===== src/rtl/rat_intr_pkg.sv =====
// Shared types for the RAT interrupt/flag shadow logic.
package rat_intr_pkg;

    typedef enum logic {
        IDLE = 1'b0,
        REQ  = 1'b1
    } intr_state_t;

    typedef struct packed {
        logic c;
        logic z;
    } flag_pair_t;

endpackage


===== src/rtl/intr_sync_edge.sv =====
// Multi-flop synchronizer for an asynchronous input, followed by a rising-edge pulse.
module intr_sync_edge #(
    parameter int SYNC_STAGES = 2
) (
    input  logic clk,
    input  logic rst_n,
    input  logic i_async,
    output logic o_rise
);

    logic [SYNC_STAGES-1:0] r_sync;
    logic                   r_prev;

    always_ff @(posedge clk or negedge rst_n) begin
        if (!rst_n) begin
            r_sync <= '0;
            r_prev <= 1'b0;
        end else begin
            r_sync <= {r_sync[SYNC_STAGES-2:0], i_async};
            r_prev <= r_sync[SYNC_STAGES-1];
        end
    end

    assign o_rise = r_sync[SYNC_STAGES-1] & ~r_prev;

endmodule


===== src/rtl/intr_flag_shadow.sv =====
// Interrupt request/ack sequencing with a LIFO shadow of the C/Z flags,
// restored on RETIE.
module intr_flag_shadow
    import rat_intr_pkg::*;
#(
    parameter int  SYNC_STAGES = 2,
    parameter int  DEPTH       = 4,
    localparam int DW          = $clog2(DEPTH + 1)
) (
    input  logic          clk,
    input  logic          rst_n,
    input  logic          intr_in,
    input  logic          i_set,
    input  logic          i_clr,
    input  logic          c_flag,
    input  logic          z_flag,
    input  logic          fetch_boundary,
    input  logic          intr_ack,
    input  logic          retie,
    output logic          intr_req,
    output logic          flg_restore,
    output logic          c_restore,
    output logic          z_restore,
    output logic          i_flag,
    output logic [DW-1:0] depth,
    output logic          overflow,
    output logic          underflow
);

    localparam int AW = (DEPTH > 1) ? $clog2(DEPTH) : 1;

    intr_state_t   r_state, w_state_nxt;
    logic          r_pending, r_i_flag, w_iflag_nxt;
    logic          w_edge, w_accept;
    flag_pair_t    r_stack [DEPTH];
    logic [DW-1:0] r_depth;
    flag_pair_t    r_restore, w_top, w_push;
    logic          r_flg_restore, r_overflow, r_underflow;
    logic          w_empty, w_full;
    logic [AW-1:0] w_top_idx, w_wr_idx;

    intr_sync_edge #(.SYNC_STAGES(SYNC_STAGES)) u_sync (
        .clk    (clk),
        .rst_n  (rst_n),
        .i_async(intr_in),
        .o_rise (w_edge)
    );

    assign w_empty   = (r_depth == '0);
    assign w_full    = (r_depth == DW'(DEPTH));
    assign w_top_idx = AW'(r_depth - 1'b1);
    assign w_wr_idx  = AW'(r_depth);
    // Popping an empty stack yields zeros rather than stale contents.
    assign w_top     = w_empty ? flag_pair_t'('0) : r_stack[w_top_idx];
    assign w_push    = '{c: c_flag, z: z_flag};

    always_comb begin
        w_state_nxt = r_state;
        w_accept    = 1'b0;
        case (r_state)
            IDLE: if (r_pending && r_i_flag && fetch_boundary) w_state_nxt = REQ;
            REQ: begin
                if (intr_ack) begin
                    w_accept    = 1'b1;
                    w_state_nxt = IDLE;
                end else if (i_clr) begin
                    w_state_nxt = IDLE;
                end
            end
            default: w_state_nxt = IDLE;
        endcase
    end

    // Clearing sources (accept, CLI) dominate setting sources (SEI, RETIE).
    always_comb begin
        w_iflag_nxt = r_i_flag;
        if (w_accept || i_clr)  w_iflag_nxt = 1'b0;
        else if (i_set || retie) w_iflag_nxt = 1'b1;
    end

    always_ff @(posedge clk or negedge rst_n) begin
        if (!rst_n) begin
            r_state   <= IDLE;
            r_pending <= 1'b0;
            r_i_flag  <= 1'b0;
        end else begin
            r_state   <= w_state_nxt;
            r_pending <= w_edge | (r_pending & ~w_accept);
            r_i_flag  <= w_iflag_nxt;
        end
    end

    always_ff @(posedge clk or negedge rst_n) begin
        if (!rst_n) begin
            for (int i = 0; i < DEPTH; i++) r_stack[i] <= '0;
            r_depth       <= '0;
            r_restore     <= '0;
            r_flg_restore <= 1'b0;
            r_overflow    <= 1'b0;
            r_underflow   <= 1'b0;
        end else begin
            r_flg_restore <= retie;
            r_restore     <= retie ? w_top : flag_pair_t'('0);
            if (w_accept && retie) begin
                // Pop then push: the top slot is read out and overwritten in place.
                if (w_empty) begin
                    r_stack[w_wr_idx] <= w_push;
                    r_depth           <= DW'(1);
                    r_underflow       <= 1'b1;
                end else begin
                    r_stack[w_top_idx] <= w_push;
                end
            end else if (w_accept) begin
                if (w_full) begin
                    r_overflow <= 1'b1;
                end else begin
                    r_stack[w_wr_idx] <= w_push;
                    r_depth           <= r_depth + 1'b1;
                end
            end else if (retie) begin
                if (w_empty) r_underflow <= 1'b1;
                else         r_depth     <= r_depth - 1'b1;
            end
        end
    end

    assign intr_req    = (r_state == REQ);
    assign flg_restore = r_flg_restore;
    assign c_restore   = r_restore.c;
    assign z_restore   = r_restore.z;
    assign i_flag      = r_i_flag;
    assign depth       = r_depth;
    assign overflow    = r_overflow;
    assign underflow   = r_underflow;

endmodule


===== config.mk =====
export PLATFORM = sky130hd
export DESIGN_NAME = intr_flag_shadow
export DESIGN_NICKNAME = d
export VERILOG_FILES = /design/src/rtl/rat_intr_pkg.sv /design/src/rtl/intr_sync_edge.sv /design/src/rtl/intr_flag_shadow.sv
export SDC_FILE = /design/constraint.sdc
export NUM_CORES = 1
export LEC_CHECK = 0
export CAP_MARGIN = 15
export CORE_MARGIN = 4
export CORE_UTILIZATION = 45
export CTS_BUF_LIST = sky130_fd_sc_hd__clkbuf_2
export DETAILED_ROUTE_END_ITERATION = 8
export PLACE_DENSITY = 0.7
export SETUP_SLACK_MARGIN = 0.4
export SLEW_MARGIN = 20
export SYNTH_ARGS = -nofsm -noshare
export SYNTH_HDL_FRONTEND = slang
export SYNTH_SLANG_ARGS = --single-unit

===== constraint.sdc =====
create_clock -name clk -period 2.3 [get_ports clk]
set_input_delay 0.46 -clock clk [delete_from_list [all_inputs] [get_ports clk]]
set_output_delay 0.46 -clock clk [all_outputs]
set_load 0.01 [all_outputs]

==> results.sh <==
export IMPL_layout_drive_gt1_share_pct=21.5
export IMPL_postCtsHoldBufs=0
export IMPL_period_minus_slack_ps=1800
export IMPL_combPwrFrac_pct=47.4
export IMPL_synth_nets=127
export IMPL_antenna_found_initial=0
export IMPL_setup_tns_ps=0
export IMPL_worst_pin_slew_ps=356
export IMPL_final_cells=165
export IMPL_min_path_type="reg -> reg"
export IMPL_layout_common_cells="dfrtp_1 (19), clkdlybuf4s50_1 (18), nand2_1 (9), buf_4 (9), ha_1 (8)"
export IMPL_intPower_w=0.00107
export IMPL_fin_ws_ps=497
export IMPL_postSynthCellCount=109
export IMPL_die_y_um=59.3
export IMPL_crit_arrival_ps=2070
export IMPL_synthDistinctLibCells=32
export IMPL_io_buffers=19
export IMPL_clkPwrFrac_pct=17.2
export IMPL_htreeDepth=1
export IMPL_drt_met1_wl_um=1130
export IMPL_via_per_inst=5.47
export IMPL_largest_register="r_stack"
export IMPL_cts_sinks=22
export IMPL_p_switching_w=0.000561
export IMPL_post_route_period_util_pct=78.4
export IMPL_final_common_cell="dfrtp_1"
export IMPL_synth_yosys_warnings=0
export IMPL_crit_type="reg -> reg"
export IMPL_avgSynthCellArea_um2=10.9
export IMPL_grt_usage_pct=16.5
export IMPL_dp_slack_ps=262
export IMPL_top_layer="met4"
export IMPL_rows=18
export IMPL_dr_wl_met2_um=1220
export IMPL_placed_area_um2=1430
export IMPL_async_reset_ff_share_pct=100
export IMPL_grt_ovfl_total=0
export IMPL_ant_nets=0
export IMPL_synth_edf_count=0
export IMPL_path_clk_slew_ps=220
export IMPL_power_leakage_nw=0.654
export IMPL_cp_start_kind="register"
export IMPL_cts_buffer_depth=2
export IMPL_dr_pass1_iters=4
export IMPL_cp_end_kind="register"
export IMPL_fin_area_um2=1490
export IMPL_hold_viol=0
export IMPL_cap_violations=0
export IMPL_clk_insertion_delay_late_ps=350
export IMPL_slew_headroom_pct=76.3
export IMPL_grt_start_max_net_pins=23
export IMPL_skew_ps=3.25
export IMPL_p_per_area_nw_per_um2=1090
export IMPL_cp_required_ps=2570
export IMPL_root_buffer="clkbuf_2"
export IMPL_die_area_um2=3520
export IMPL_drv_slew=0
export IMPL_post_route_drc_count=0
export IMPL_crit_fanout=4
export IMPL_netlist_area_um2=1180
export IMPL_grt_pass1_wl_um=4260
export IMPL_switching_share_pct=34.5
export IMPL_drt_initial_drc_count=25
export IMPL_ioPinCount=20
export IMPL_cts_tree="built"
export IMPL_via_count=903
export IMPL_numCtsBuffers=3
export IMPL_rsz0062_at_grt="no"
export IMPL_seq_power_share_pct=35.4
export IMPL_wirelength_um=2500
export IMPL_ys_flop_type="dfrtp_1"
export IMPL_n_antenna_cell=0
export IMPL_gp_congestion=0.800
export IMPL_fmax_mhz=555
export IMPL_final_net_count=154
export IMPL_start_util_pct=47.4
export IMPL_largest_register_ffs=8
export IMPL_hpwl_um=1820
export IMPL_dp_cells=159
export IMPL_outcome="finished, final reports clean"
export IMPL_met3_length_um=111
export IMPL_routedWlPerCell_um=15.2
export IMPL_finalSetupViolations=0
export IMPL_synth_seq_cells=22
export IMPL_area_growth_pct=26.1
export IMPL_ir_worst_vdd_uv=770
export IMPL_holdWs_ps=387
export IMPL_grt_pass1_vias=955
export IMPL_yosysSeqAreaShare_pct=46.5
export IMPL_fp_dieW_um=59.3
export IMPL_coreArea_um2=2500
==> power by group through the flow <==
stage          Combinational [W]  Clock [W]  Sequential [W]
3_5_place_dp            0.000696          0        0.000633
3_3_place_gp            0.000674          0        0.000626
6_report                0.000772   0.000280        0.000577
2_1_floorplan           0.000464          0        0.000615
5_1_grt                 0.000859   0.000304        0.000591
4_1_cts                 0.000733   0.000284        0.000604
==> synth_stat cells, types with 2 or more instances <==
cell type	number	area, um2
nor2_1	3	11.3
dfrtp_1	22	551
mux2i_1	3	30.0
nand2b_1	4	25.0
buf_2	3	15.0
nand4_1	2	12.5
and3_1	2	12.5
a21bo_2	2	20.0
o21ai_0	5	25.0
inv_1	4	15.0
mux2_2	6	67.6
ha_1	8	100
nand3_1	7	35.0
nor2b_1	2	12.5
xnor2_1	2	17.5
nor3_1	2	10.0
a21oi_1	8	40.0
nand2_1	9	33.8
mux4_2	2	45.0
==> final timing paths <==
path	from	end	slack (ps)	cells after the start
hold reg to reg	u_sync.r_sync[0]	u_sync.r_sync[1]	390	0
max in group asynchronous	rst_n	depth[2]	1640	2
setup reg to reg	depth[1]	r_stack[2]	500	6
min in group asynchronous	rst_n	r_pending	420	2
hold / removal	u_sync.r_sync[0]	u_sync.r_sync[1]	390	0
setup / recovery	depth[1]	r_stack[2]	500	6
==> kinds of logic after synthesis <==
family	share of synthesized area (%)
adders and majority gates	8.45
muxes	12.0
buffers and inverters	4.43
DFF	46.5
AOI/OAI and AO/OA	12.4
and+or+nand+nor	14.0
xor gates and xnor gates	2.22
==> worst max-delay path, stage by stage (launching register included) <==
cell and delay (ps):
dfrtp_1 430, inv_1 150, ha_1 240, nor2b_1 210, o21ai_0 110, a21oi_1 220
mux2_2 360
==> through the flow <==
stage,total power (W),utilization (%)
finish,0.00163,59.8
global placement,0.00130,57.2
floorplan,0.00108,-
detailed placement,0.00133,57.2
CTS,0.00162,59.3
global route,0.00175,59.8
==> layer usage <==
metal / track usage, % / up-vias
met1: 20.7 / 445
met5: 0 / -
met4: 7.12 / 0
met3: 2.61 / 4
met2: 27.9 / 17
li1: - / 437
==> what timing repair did <==
item | CTS | global route
pin swaps | 0 | 2
resized for setup | 2 | 3
setup buffers | 1 | 1
setup endpoints to repair | 8 | 8
==> final cells by class <==
class                           instances  area [um2]
Clock buffer                            3        15.0
Timing Repair Buffer                   28         256
Multi-Input combinational cell         77         586
Tap cell                               30        37.5
Clock inverter                          1        30.0
Sequential cell                        22         554
Fill cell                             220        1010
Inverter                                4        15.0
Power figures use the tool's default switching activity.
